--- src/rtl/sprite_window_renderer.sv ---
// Draws one ROM sprite into a fixed screen window with integer scaling, per-frame
// wrap-around horizontal scroll and an optional transparent index; 3-clock latency.
module sprite_window_renderer #(
    parameter int SPR_W      = 540,
    parameter int SPR_H      = 82,
    parameter int X0         = 0,
    parameter int Y0         = 398,
    parameter int SCALE_X    = 1,
    parameter int SCALE_Y    = 1,
    parameter int AW         = 16,
    parameter int IDX_W      = 9,
    parameter int TRANSP_EN  = 1,
    parameter int TRANSP_IDX = 0
) (
    input  logic             vga_clk,
    input  logic             Reset,
    input  logic [9:0]       DrawX,
    input  logic [9:0]       DrawY,
    input  logic             blank,
    input  logic [9:0]       scroll_x,
    output logic [AW-1:0]    rom_addr,
    input  logic [IDX_W-1:0] rom_q,
    output logic [IDX_W-1:0] pal_index,
    input  logic [3:0]       pal_red,
    input  logic [3:0]       pal_green,
    input  logic [3:0]       pal_blue,
    output logic [3:0]       red,
    output logic [3:0]       green,
    output logic [3:0]       blue,
    output logic             pix_valid
);

    localparam int WIN_W = SPR_W * SCALE_X;
    localparam int WIN_H = SPR_H * SCALE_Y;
    localparam int CW    = (SPR_W > 1) ? $clog2(SPR_W) : 1;
    localparam int XSW   = (SCALE_X > 1) ? $clog2(SCALE_X) : 1;
    localparam int YSW   = (SCALE_Y > 1) ? $clog2(SCALE_Y) : 1;

    localparam logic [CW-1:0]  COL_LAST  = CW'(SPR_W - 1);
    localparam logic [XSW-1:0] XSUB_LAST = XSW'(SCALE_X - 1);
    localparam logic [YSW-1:0] YSUB_LAST = YSW'(SCALE_Y - 1);
    localparam logic [AW-1:0]  ROW_STEP  = AW'(SPR_W);

    if (SCALE_X < 1 || SCALE_Y < 1) begin : g_bad_scale
        $error("sprite_window_renderer: SCALE_X and SCALE_Y must be >= 1");
    end
    if (X0 + WIN_W > 640 || Y0 + WIN_H > 480) begin : g_bad_window
        $error("sprite_window_renderer: window does not fit on a 640x480 screen");
    end
    if ((2 ** AW) < SPR_W * SPR_H) begin : g_bad_aw
        $error("sprite_window_renderer: AW too small for SPR_W*SPR_H texels");
    end

    logic [9:0]       x_s_q, x_s_d, y_s_q, y_s_d;
    logic             blank_s_q, blank_s_d;
    logic [CW-1:0]    scl_q, scl_d;
    logic             synced_q, synced_d;
    logic [CW-1:0]    col_q, col_d, col_cur;
    logic [XSW-1:0]   xsub_q, xsub_d, xsub_cur;
    logic [AW-1:0]    rowbase_q, rowbase_d, rowbase_cur;
    logic [YSW-1:0]   ysub_q, ysub_d, ysub_cur;
    logic [AW-1:0]    rom_addr_q, rom_addr_d;
    logic             ok1_q, ok1_d, ok2_q, ok2_d;
    logic [3:0]       red_q, red_d, green_q, green_d, blue_q, blue_d;
    logic             pix_valid_q, pix_valid_d;

    logic [11:0]      dx, dy;
    logic             in_win, row_start, first_row, transp;

    always_comb begin
        x_s_d     = DrawX;
        y_s_d     = DrawY;
        blank_s_d = blank;

        // Scroll is only taken at frame start, saturated to the last texel column.
        scl_d    = scl_q;
        synced_d = synced_q;
        if (DrawX == 10'd0 && DrawY == 10'd0) begin
            synced_d = 1'b1;
            scl_d    = ({1'b0, scroll_x} >= 11'(SPR_W - 1)) ? COL_LAST : CW'(scroll_x);
        end

        // Offsets wrap to huge values left of / above the window, so one compare suffices.
        dx        = {2'b00, x_s_q} - 12'(X0);
        dy        = {2'b00, y_s_q} - 12'(Y0);
        in_win    = (dx < 12'(WIN_W)) && (dy < 12'(WIN_H));
        row_start = (dx == 12'd0);
        first_row = (dy == 12'd0);

        col_cur     = col_q;
        xsub_cur    = xsub_q;
        rowbase_cur = rowbase_q;
        ysub_cur    = ysub_q;
        if (in_win && row_start) begin
            col_cur  = scl_q;
            xsub_cur = '0;
            if (first_row) begin
                rowbase_cur = '0;
                ysub_cur    = '0;
            end else if (ysub_q == YSUB_LAST) begin
                rowbase_cur = rowbase_q + ROW_STEP;
                ysub_cur    = '0;
            end else begin
                ysub_cur = ysub_q + YSW'(1);
            end
        end

        col_d     = col_q;
        xsub_d    = xsub_q;
        rowbase_d = rowbase_cur;
        ysub_d    = ysub_cur;
        if (in_win) begin
            if (xsub_cur == XSUB_LAST) begin
                xsub_d = '0;
                col_d  = (col_cur == COL_LAST) ? '0 : col_cur + CW'(1);
            end else begin
                xsub_d = xsub_cur + XSW'(1);
                col_d  = col_cur;
            end
        end

        rom_addr_d = rom_addr_q;
        if (in_win && blank_s_q) begin
            rom_addr_d = rowbase_cur + AW'(col_cur);
        end

        ok1_d = in_win && blank_s_q && synced_q;
        ok2_d = ok1_q;

        // pix_valid qualifies red/green/blue in the same cycle; no back-pressure exists.
        transp      = (TRANSP_EN != 0) && (rom_q == IDX_W'(TRANSP_IDX));
        pix_valid_d = ok2_q && !transp;
        red_d       = pix_valid_d ? pal_red   : 4'd0;
        green_d     = pix_valid_d ? pal_green : 4'd0;
        blue_d      = pix_valid_d ? pal_blue  : 4'd0;
    end

    always_ff @(posedge vga_clk or posedge Reset) begin
        if (Reset) begin
            x_s_q       <= '0;
            y_s_q       <= '0;
            blank_s_q   <= 1'b0;
            scl_q       <= '0;
            synced_q    <= 1'b0;
            col_q       <= '0;
            xsub_q      <= '0;
            rowbase_q   <= '0;
            ysub_q      <= '0;
            rom_addr_q  <= '0;
            ok1_q       <= 1'b0;
            ok2_q       <= 1'b0;
            red_q       <= '0;
            green_q     <= '0;
            blue_q      <= '0;
            pix_valid_q <= 1'b0;
        end else begin
            x_s_q       <= x_s_d;
            y_s_q       <= y_s_d;
            blank_s_q   <= blank_s_d;
            scl_q       <= scl_d;
            synced_q    <= synced_d;
            col_q       <= col_d;
            xsub_q      <= xsub_d;
            rowbase_q   <= rowbase_d;
            ysub_q      <= ysub_d;
            rom_addr_q  <= rom_addr_d;
            ok1_q       <= ok1_d;
            ok2_q       <= ok2_d;
            red_q       <= red_d;
            green_q     <= green_d;
            blue_q      <= blue_d;
            pix_valid_q <= pix_valid_d;
        end
    end

    assign rom_addr  = rom_addr_q;
    assign pal_index = rom_q;
    assign red       = red_q;
    assign green     = green_q;
    assign blue      = blue_q;
    assign pix_valid = pix_valid_q;

endmodule

--- config.mk ---
export PLATFORM = sky130hd
export DESIGN_NAME = sprite_window_renderer
export DESIGN_NICKNAME = d
export VERILOG_FILES = /design/src/rtl/sprite_window_renderer.sv
export SDC_FILE = /design/constraint.sdc
export NUM_CORES = 1
export LEC_CHECK = 0
export ABC_AREA = 0
export CORE_MARGIN = 10
export CORE_UTILIZATION = 40
export CTS_CLUSTER_SIZE = 16
export DETAILED_ROUTE_END_ITERATION = 8
export GPL_TIMING_DRIVEN = 0
export PLACE_DENSITY_LB_ADDON = 0.15
export SKIP_CTS_REPAIR_TIMING = 1
export SLEW_MARGIN = 20
export SYNTH_ARGS = -nofsm -noshare
export SYNTH_HDL_FRONTEND = slang
export SYNTH_SLANG_ARGS = --single-unit
--- constraint.sdc ---
create_clock -name vga_clk -period 6.4 [get_ports vga_clk]
set_input_delay 1.6 -clock vga_clk [delete_from_list [all_inputs] [get_ports vga_clk]]
set_output_delay 1.6 -clock vga_clk [all_outputs]
set_load 0.02 [all_outputs]
==> results of run 1 <==
-- routing by layer --
layer	track usage	up-vias	share of wire
li1	-	1900	-
met1	0.1748	1752	0.48
met2	0.2132	115	0.44
met3	0.03748	6	0.067
met4	0.04019	0	0.0071
met5	0	-	0
-- through the flow --
stage	hold WS, ps	instances	utilization	total power, mW	instance area (sq um)
finish	349.0	731	0.5422	1.285	5954
CTS	350.1	731	0.5422	1.302	5954
global placement	334.4	714	0.5130	0.7820	5634
global route	357.9	731	0.5422	1.345	5954
floorplan	331.2	483	-	0.7036	4548
detailed placement	334.7	715	0.5157	0.7894	5664
-- final cells by class --
class	instances	share of cell area
clock buffers	11	0.04245
clock inverters	5	0.006304
repair buffers	92	0.1576
flip-flops and latches	89	0.3740
well taps	140	0.02942
multi-input cells	351	0.3549
inverters	20	0.01303
plain buffers	23	0.02227
-- sequential cells by signal, summed over array words and instances (netlist names) --
signal / flops
green: 4
synced_q: 1
rom_addr: 16
col_q: 10
blank_s_q: 1
ok2_q: 1
rowbase_q: 16
pix_valid: 1
blue: 4
y_s_q: 10
scl_q: 10
red: 4
ok1_q: 1
x_s_q: 10
-- path summary, 6_finish.rpt --
| path | slack [ps] | depth (start not counted) | endpoint | start |
|---|---|---|---|---|
| worst max register to register | 1410 | 21 | rom_addr[14]$_DFFE_PP0P_ | y_s_q[1]$_DFF_PP0_ |
| worst max-delay path | 1410 | 21 | rom_addr[14]$_DFFE_PP0P_ | y_s_q[1]$_DFF_PP0_ |
| worst min-delay path | 350 | 0 | ok2_q$_DFF_PP0_ | ok1_q$_DFF_PP0_ |
| worst min register to register | 350 | 0 | ok2_q$_DFF_PP0_ | ok1_q$_DFF_PP0_ |
| max in group asynchronous | 4160 | 3 | rom_addr[14]$_DFFE_PP0P_ | Reset |
| min in group asynchronous | 1640 | 2 | y_s_q[0]$_DFF_PP0_ | Reset |
-- report_power, final --
group / switching (mW) / total [mW] / internal [mW]
Combinational: 0.0855 / 0.171 / 0.0855
Clock: 0.223 / 0.508 / 0.286
Sequential: 0.0195 / 0.606 / 0.587
-- logic make-up (layout without fill, tap and decap cells) --
family / Yosys count / count (layout) / synth area share
multiplexers: 6 / 6 / 0.01376
AO/OA/AOI/OAI: 111 / 111 / 0.1587
buffers and inverters: 43 / 151 / 0.04567
AND/OR/NAND/NOR: 201 / 201 / 0.2154
flip-flops: 89 / 89 / 0.4897
adder cells (fa/ha/maj): 14 / 14 / 0.04017
XOR/XNOR: 19 / 19 / 0.03659
-- placed cells by master, fill, tap and decap left out, types with 7 or more instances in the layout --
master and count:
clkdlybuf4s50_1 91, dfrtp_1 89, nand2_1 82, o21ai_0 42, nand3_1 27, nor2_1 22, a21oi_1 20, inv_1 19
and2_1 15, xnor2_1 13, ha_1 13, nor4_1 11, buf_4 11, nor3_1 9, clkbuf_16 9, nand2b_1 7
o21ai_1 7, clkbuf_1 7
-- worst max-delay path: stages, from the launching register on --
cell and delay (ps):
dfrtp_1 470, ha_1 380, nand2b_1 120, a21oi_1 80, o211ai_1 460, a311o_1 440, buf_2 290, buf_2 260
nor2_1 100, nor2b_1 160, ha_1 200, inv_1 60, fa_1 400, nor2b_1 120, o21ai_0 100, a21boi_0 260
o21ai_0 170, a21oi_1 230, a31o_2 230, nand4_1 110, xor2_1 170, o21ai_1 70
==> qor_table.md, run 1 <==
| Metric | This run | Unit |
|---|---|---|
| Antenna cell count | 0 | - |
| Commonest cells post-synth | dfrtp_1, nand2_1, o21ai_0 | - |
| Unrepaired setup endpoints after global routing | no | - |
| Later-pin clock latency in the skew report | 340 | ps |
| Setup TNS Final | 0 | ps |
| Residual DRC count | 0 | - |
| Total area of multi-input combinational cells | 2113 | sq um |
| Average wire per cell in the routed design | 15.03 | um |
| Crit Path Class | flip-flop to flip-flop | - |
| Share of post-route cells with drive strength above 1 | 0.07445 | - |
| Average instance area after synthesis | 9.416 | sq um |
| Worst Tran Pin Value | 633.5 | ps |
| Post-DR vias/cell | 5.161 | - |
| Arrival time at the worst endpoint | 5200 | ps |
| Primary FF master, synth | dfrtp_1 | - |
| Area of the die | 16,040 | sq um |
| Standard-cell row count | 38 | - |
| Number of global-route vias before repair | 3,774 | - |
| Number of antenna violations at the first check in global routing | 0 | - |
| Top achievable clock speed | 200.5 | MHz |
| Leakage power | 2.584 | nW |
| Total of max-cap violations | 0 | - |
| Hpwl dp | 8502 | um |
| Count of boundary I/O pins | 92 | - |
| Worst slack at placement | 1453 | ps |
| Initial Utilization | 0.4141 | - |
| Post-layout minimum cycle time | 4989 | ps |
| CTS Sinks | 89 | - |
| Yosys top cell by area | dfrtp_1 | - |
| Count of fill cells added during filler insertion | 1,004 | - |
| Area occupied by registers | 2227 | sq um |
| H-tree depth reported by CTS | 3 | - |
| Most instantiated library cell after synthesis | dfrtp_1 | - |
| Count of flip-flops with a built-in enable after synthesis | 0 | - |
| Post-route worst setup slack | 1411 | ps |
| Peak VDD IR | 0.1143 | mV |
| Total grt overflow | 0 | - |
| Final hold violation count | 0 | - |
| Maximum fanout count along the critical path | 10 | - |
| Power Dens Cells | 215.8 | nW/um^2 |
| Detailed-routing iteration count for the pre-antenna-repair pass | 6 | - |
| Number of design-rule violations left by the first detailed-router iteration | 270 | - |
| Yosys reg bits | 89 | - |
| Final count of negative-setup-slack endpoints | 0 | - |
| Die W | 126.6 | um |
| Total CTS buffers | 9 | - |
| Max-slew violation count | 0 | - |
| Number of buffers on the longest clock path | 2 | - |
| Worst slew margin relative to its limit | 0.5741 | - |
| Clock slew at reported path FFs | 70 | ps |
| Clk_skew | 7.291 | ps |
| Gate count after technology mapping | 483 | - |
| Pin count of the biggest net entering global routing | 54 | - |
| Distinct cell type count of the synthesized netlist | 56 | - |
| Total Wirelength | 10,990 | um |
| Area added between synthesis and finish | 30.92 | % |
| Height of the chip | 126.6 | um |
| Count of buffers from port buffering | 91 | - |
| Yosys warning total | 0 | - |
| Startpoint Class | flip-flop | - |
| Share of async-settable or async-resettable flops after synthesis | 1.000 | - |
| Post-Syn Nets | 551 | - |
| TritonCTS clock tree | done | - |
| Total via count after detailed routing | 3,773 | - |
| Classification of the worst-slack hold path | flip-flop to flip-flop | - |
| Cell at the root of the clock tree | clkbuf_16 | - |
| Outcome | complete, no violations | - |
| Area of the core region | 10,980 | sq um |
| WP data required | 6610 | ps |
| Seq/Total Area, Yosys | 0.4897 | - |
| Number of antenna-violating nets in the routed design | 0 | - |
| Post-layout nets | 654 | - |
| Final estimated routing congestion in global placement | 0.8672 | - |
| Synthesized area | 4548 | sq um |
| Cell types with the largest area share after synthesis | dfrtp_1, nand2_1, o21ai_0 | - |
| Fraction of post-synthesis cell area in the top cell type by area | 0.4897 | - |
| Final period util | 0.7795 | - |
| Crit path capture type | flip-flop | - |
| Total routing resource utilization after global routing | 0.1346 | - |
| Wire length of the first global-routing pass | 18,100 | um |
Power figures use the tool's default switching activity.
==> inputs of run 2 (changes only) <==
==> constraint.sdc (replaced) <==
create_clock -name vga_clk -period 4.25 [get_ports vga_clk]
set_input_delay 1.0625 -clock vga_clk [delete_from_list [all_inputs] [get_ports vga_clk]]
set_output_delay 1.0625 -clock vga_clk [all_outputs]
set_load 0.02 [all_outputs]
==> qor_table.md, run 2 (synthesis results as in run 1) <==
| Metric | This run | Unit | Change |
|---|---|---|---|
| Outcome | finished with violations | - |  |
| Violated checks | setup timing | - |  |
| Average wire per cell in the routed design | 15.79 | um | +5.1% |
| Die W | 126.6 | um | unchanged |
| Final period util | 1.000 | - | +0.2210 |
| Total routing resource utilization after global routing | 0.1346 | - | unchanged |
| Number of design-rule violations left by the first detailed-router iteration | 270 | - | unchanged |
| CP peak stage delay | 450 | ps | -20 ps |
| Origin of the worst setup path | y_s_q[1]$_DFF_PP0_ | - |  |
| Number of buffer and inverter stages on the critical path | 3 | - | unchanged |
| Category of cells accounting for the largest share of critical-path delay | compound AO/OA/AOI/OAI gates | - |  |
| Antenna cell count | 0 | - | unchanged |
| Peak VDD IR | 0.1706 | mV | +49% |
| Arrival time at the worst endpoint | 4460 | ps | -740 ps |
| Detailed-routing iteration count for the pre-antenna-repair pass | 5 | - | -1 |
| Maximum fanout count along the critical path | 7 | - | -3 |
| Standard cell area after detailed placement | 5664 | sq um | unchanged |
| Post-layout minimum cycle time | 4252 | ps | -736.8 ps |
| Area of the core region | 10,980 | sq um | unchanged |
| Initial Utilization | 0.4141 | - | unchanged |
| Crit path capture type | flip-flop | - |  |
| Worst Tran Pin Value | 486.4 | ps | -147.1 ps |
| Area added between synthesis and finish | 44.13 | % |  |
| Count of fill cells added during filler insertion | 946 | - | -5.8% |
| Critical Path, Cell by Cell | ha_4 > a21boi_4 > a31oi_2 > o31a_1 > buf_4 > a311oi_4 > nand2_2 > o21ai_4 > ha_4 > buf_4 > nand2_1 > o2111ai_4 > a31o_2 > a21o_1 > a21oi_2 > a31oi_1 > nand3_1 > buf_4 > xor2_1 > o21ai_0 | - |  |
| Number of buffers on the longest clock path | 2 | - | unchanged |
| Classification of the worst-slack hold path | flip-flop to flip-flop | - |  |
| Residual DRC count | 0 | - | unchanged |
| H-tree depth reported by CTS | 3 | - | unchanged |
| Post-route worst setup slack | -1.950 | ps | -1413 ps |
| Number of global-route vias before repair | 3,774 | - | unchanged |
| Setup TNS Final | -1.950 | ps | -1.950 ps |
| Leakage power | 2.793 | nW | +8.1% |
| Final hold violation count | 0 | - | unchanged |
| Cell at the root of the clock tree | clkbuf_16 | - |  |
| Final count of negative-setup-slack endpoints | 1 | - | +1 |
| Wire length of the first global-routing pass | 18,100 | um | unchanged |
| Most common cell after layout, fill and taps aside | clkdlybuf4s50_1 | - |  |
| Total via count after detailed routing | 4,001 | - | +6.0% |
| Leading cell types in the layout, fill and taps excluded | clkdlybuf4s50_1, dfrtp_1, nand2_1 | - |  |
| Height of the chip | 126.6 | um | unchanged |
| Cell repeated most along the worst path | buf_4 | - |  |
| Area occupied by registers | 2230 | sq um | +0.11% |
| Critical hold path startpoint | ok1_q$_DFF_PP0_ | - |  |
| Crit Path Class | flip-flop to flip-flop | - |  |
| Post-route cell area | 6555 | sq um | +10% |
| Power Dens Cells | 303.3 | nW/um^2 | +41% |
| Post-layout nets | 688 | - | +5.2% |
| Clk_skew | 11.52 | ps | +4.230 ps |
| CTS Sinks | 89 | - | unchanged |
| Total Wirelength | 12,080 | um | +9.9% |
| Pin count of the biggest net entering global routing | 54 | - | unchanged |
| Startpoint Class | flip-flop | - |  |
| Count of buffers from port buffering | 91 | - | unchanged |
| Total area of multi-input combinational cells | 2426 | sq um | +15% |
| Top achievable clock speed | 235.2 | MHz | +17% |
| WP data required | 4460 | ps | -2150 ps |
| Count of boundary I/O pins | 92 | - | unchanged |
| Library cell contributing the largest single delay on the critical path | a311oi_4 | - |  |
| Area of the die | 16,040 | sq um | unchanged |
| Standard-cell row count | 38 | - | unchanged |
| Share of post-route cells with drive strength above 1 | 0.1920 | - | +0.1175 |
| Hpwl dp | 8502 | um | unchanged |
| TritonCTS clock tree | done | - |  |
| Total Power Consumption | 1.988 | mW | +55% |
| Number of antenna-violating nets in the routed design | 0 | - | unchanged |
| Critical register-to-register path startpoint | y_s_q[1]$_DFF_PP0_ | - |  |
| Unrepaired setup endpoints after global routing | yes | - |  |
| Later-pin clock latency in the skew report | 340 | ps | about the same |
| Clock slew at reported path FFs | 70 | ps | about the same |
| Worst slew margin relative to its limit | 0.6757 | - | +0.1017 |
| Total CTS buffers | 9 | - | unchanged |
| Total grt overflow | 0 | - | unchanged |
| Final estimated routing congestion in global placement | 0.8672 | - | unchanged |
| Post-DR vias/cell | 5.230 | - | +1.3% |
| Number of antenna violations at the first check in global routing | 0 | - | unchanged |
| Total of max-cap violations | 0 | - | unchanged |
| Max-slew violation count | 0 | - | unchanged |
## run 2: cell types whose count changed in the layout (fill, tap and decap cells not counted), sizes merged
cell / change
buf: +34
## run 2: path summary, 6_finish.rpt
| kind | slack (ps) | endpoint | cells after the start |
|---|---|---|---|
| worst min-delay path | 350 | ok2_q$_DFF_PP0_ | 0 |
| min in group asynchronous | 1100 | y_s_q[0]$_DFF_PP0_ | 2 |
| worst max register to register | -2 | rom_addr[13]$_DFFE_PP0P_ | 20 |
| worst max-delay path | -2 | rom_addr[13]$_DFFE_PP0P_ | 20 |
| max in group asynchronous | 2550 | rom_addr[11]$_DFFE_PP0P_ | 3 |
| worst min register to register | 350 | ok2_q$_DFF_PP0_ | 0 |
## run 2: per-stage QoR
stage / hold WS [ps] / std cells / utilization / setup slack (ps)
floorplan: 331.2 / 483 / - / 62.38
global placement: 334.4 / 714 / 0.5130 / -607.5
detailed placement: 334.7 / 715 / 0.5157 / -697.0
CTS: 350.1 / 731 / 0.5422 / -725.4
global route: 358.0 / 765 / 0.5968 / -153.5
finish: 349.1 / 765 / 0.5968 / -1.950
## run 2: report_power, final
part / leakage, nW / internal [mW] / switching, mW / total, mW
Sequential: 1.18 / 0.883 / 0.0322 / 0.916
Clock: 0.138 / 0.430 / 0.338 / 0.768
Combinational: 1.48 / 0.153 / 0.152 / 0.305
## run 2: per-layer routing
layer,vias up,GRT usage,part of all wire
met5,-,0,0
met4,0,0.04019,0.0091
met3,9,0.03748,0.056
met2,114,0.2132,0.47
met1,1907,0.1748,0.46
li1,1971,-,-
## run 2: final cells by class
class | count | share of cell area
multi-input cells | 351 | 0.3701
flip-flops and latches | 89 | 0.3401
repair buffers | 127 | 0.1848
clock buffers | 11 | 0.03856
well taps | 140 | 0.02672
plain buffers | 22 | 0.02214
inverters | 20 | 0.01183
clock inverters | 5 | 0.005726
==> inputs of run 3 (changes only) <==
--- a/config.mk
+++ b/config.mk
@@ -7,12 +7,13 @@
 export LEC_CHECK = 0
 export ABC_AREA = 0
 export CORE_MARGIN = 10
-export CORE_UTILIZATION = 40
+export CORE_UTILIZATION = 30
 export CTS_CLUSTER_SIZE = 16
 export DETAILED_ROUTE_END_ITERATION = 8
 export GPL_TIMING_DRIVEN = 0
 export PLACE_DENSITY_LB_ADDON = 0.15
 export SKIP_CTS_REPAIR_TIMING = 1
+export SKIP_LAST_GASP = 1
 export SLEW_MARGIN = 20
 export SYNTH_ARGS = -nofsm -noshare
 export SYNTH_HDL_FRONTEND = slang
==> qor_table.md, run 3 (synthesis results as in run 1) <==
| Metric | This run | Unit | Change |
|---|---|---|---|
| Outcome | complete, no violations | - |  |
| WP data required | 4530 | ps | +70 ps |
| Share of post-route cells with drive strength above 1 | 0.1882 | - | -0.003802 |
| Critical Path, Cell by Cell | ha_4 > nand2b_4 > a21oi_4 > o211ai_1 > buf_4 > a311oi_4 > buf_6 > buf_8 > buf_4 > o21ai_2 > ha_4 > nand3_2 > o2111ai_2 > a31o_2 > a21o_1 > a21oi_2 > a31oi_1 > nand3_1 > or4_1 > nand3_1 | - |  |
| Unrepaired setup endpoints after global routing | yes | - |  |
| Top achievable clock speed | 238.7 | MHz | +1.5% |
| Final count of negative-setup-slack endpoints | 0 | - | -1 |
| Antenna cell count | 0 | - | unchanged |
| Count of buffers from port buffering | 91 | - | unchanged |
| Tightest hold margin | 346.9 | ps | -2.193 ps |
| Total via count after detailed routing | 4,031 | - | +0.75% |
| Residual DRC count | 0 | - | unchanged |
| Wire length of the first global-routing pass | 19,120 | um | +5.6% |
| Startpoint Class | flip-flop | - |  |
| Total Power Consumption | 1.945 | mW | -2.2% |
| H-tree depth reported by CTS | 3 | - | unchanged |
| Leakage power | 2.792 | nW | about the same |
| Leading cell types in the layout, fill and taps excluded | clkdlybuf4s50_1, dfrtp_1, nand2_1 | - |  |
| Post-layout nets | 691 | - | +0.44% |
| Total area of multi-input combinational cells | 2397 | sq um | -1.2% |
| Number of design-rule violations left by the first detailed-router iteration | 285 | - | +5.6% |
| Peak VDD IR | 0.1639 | mV | -3.9% |
| Area of the die | 20,480 | sq um | +28% |
| Total of max-cap violations | 0 | - | unchanged |
| Final core occ | 0.4471 | - | -0.1498 |
| Area of the core region | 14,700 | sq um | +34% |
| Post-DR vias/cell | 4.970 | - | -5.0% |
| Category of cells accounting for the largest share of critical-path delay | compound AO/OA/AOI/OAI gates | - |  |
| Count of fill cells added during filler insertion | 1,408 | - | +49% |
| CTS Sinks | 89 | - | unchanged |
| Number of buffers on the longest clock path | 2 | - | unchanged |
| Detailed-routing iteration count for the pre-antenna-repair pass | 4 | - | -1 |
| Post-layout minimum cycle time | 4190 | ps | -61.83 ps |
| Power Dens Cells | 296.0 | nW/um^2 | -2.4% |
| Initial Utilization | 0.3094 | - | -0.1047 |
| Maximum fanout count along the critical path | 7 | - | unchanged |
| Die W | 143.1 | um | +13% |
| Clock slew at reported path FFs | 60 | ps | about the same |
| CP peak stage delay | 480 | ps | +30 ps |
| Number of global-route vias before repair | 3,840 | - | +1.7% |
| Clk_skew | 6.918 | ps | -4.602 ps |
| Total routing resource utilization after global routing | 0.1161 | - | -0.01849 |
| Total Wirelength | 12,400 | um | +2.7% |
| Worst slew margin relative to its limit | 0.6725 | - | -0.003252 |
| Final period util | 0.9859 | - | -0.01455 |
| Height of the chip | 143.1 | um | +13% |
| TritonCTS clock tree | done | - |  |
| Library cell contributing the largest single delay on the critical path | or4_1 | - |  |
| Crit path capture type | flip-flop | - |  |
| Classification of the worst-slack hold path | flip-flop to flip-flop | - |  |
| Crit Path Class | flip-flop to flip-flop | - |  |
| Number of antenna-violating nets in the routed design | 0 | - | unchanged |
| Setup TNS Final | 0 | ps | +1.950 ps |
| Most common cell after layout, fill and taps aside | clkdlybuf4s50_1 | - |  |
| Arrival time at the worst endpoint | 4470 | ps | about the same |
| Worst Tran Pin Value | 491.3 | ps | +4.878 ps |
| Cell at the root of the clock tree | clkbuf_16 | - |  |
| Final estimated routing congestion in global placement | 0.9102 | - | +5.0% |
| Pin count of the biggest net entering global routing | 58 | - | +7.4% |
| Number of antenna violations at the first check in global routing | 0 | - | unchanged |
| Number of buffer and inverter stages on the critical path | 4 | - | +1 |
| Count of non-filler cells in the finished layout | 811 | - | +6.0% |
| Final hold violation count | 0 | - | unchanged |
| Later-pin clock latency in the skew report | 350 | ps | about the same |
| Total CTS buffers | 9 | - | unchanged |
| Hpwl dp | 9181 | um | +8.0% |
| Average wire per cell in the routed design | 15.29 | um | -3.2% |
| Total grt overflow | 0 | - | unchanged |
| Standard-cell row count | 44 | - | +16% |
| Count of boundary I/O pins | 92 | - | unchanged |
| Area occupied by registers | 2230 | sq um | unchanged |
| Area added between synthesis and finish | 44.48 | % |  |
| Max-slew violation count | 0 | - | unchanged |
| Number of placed instances with taps included | 759 | - | +6.2% |
run 3: changes by cell type in the layout (fill, tap and decap cells not counted), sizes merged:
cell      previous run  this run
clkbuf              18        22
inv                 21        20
buf                 51        54
clkinvlp             2         0
clkinv               2         0
run 3: through the flow:
step | cell area (sq um) | setup slack, ps
floorplan | 4548 | 62.38
global placement | 5689 | -663.1
detailed placement | 5722 | -747.0
CTS | 5979 | -760.1
global route | 6571 | -149.8
finish | 6571 | 59.88
run 3: power by group:
| group | switching [mW] | internal (mW) | total (mW) | leakage [nW] |
|---|---|---|---|---|
| clock | 0.317 | 0.411 | 0.728 | 0.124 |
| combinational | 0.150 | 0.153 | 0.303 | 1.49 |
| sequential | 0.0307 | 0.884 | 0.914 | 1.18 |
run 3: metal layers:
metal	up-vias	share of wire	global-route usage
li1	1985	-	-
met1	1905	0.44	0.1486
met2	124	0.45	0.1788
met3	17	0.084	0.02886
met4	0	0.023	0.05700
met5	-	0	0
run 3: layout make-up:
cell class              instances  share of cell area
multi-input cells             351              0.3648
flip-flops and latches         89              0.3393
repair buffers                130              0.1874
clock buffers                  15             0.03922
well taps                     184             0.03503
plain buffers                  22             0.02209
inverters                      20             0.01219
run 3: path summary, 6_finish.rpt:
check	depth (start not counted)	start	slack [ps]	end
min reg2reg	0	ok1_q$_DFF_PP0_	350	ok2_q$_DFF_PP0_
min	0	ok1_q$_DFF_PP0_	350	ok2_q$_DFF_PP0_
max	20	y_s_q[2]$_DFF_PP0_	60	rom_addr[15]$_DFFE_PP0P_
max reg2reg	20	y_s_q[2]$_DFF_PP0_	60	rom_addr[15]$_DFFE_PP0P_
max in group asynchronous	3	Reset	2620	rowbase_q[1]$_DFF_PP0_
min in group asynchronous	2	Reset	1070	y_s_q[3]$_DFF_PP0_
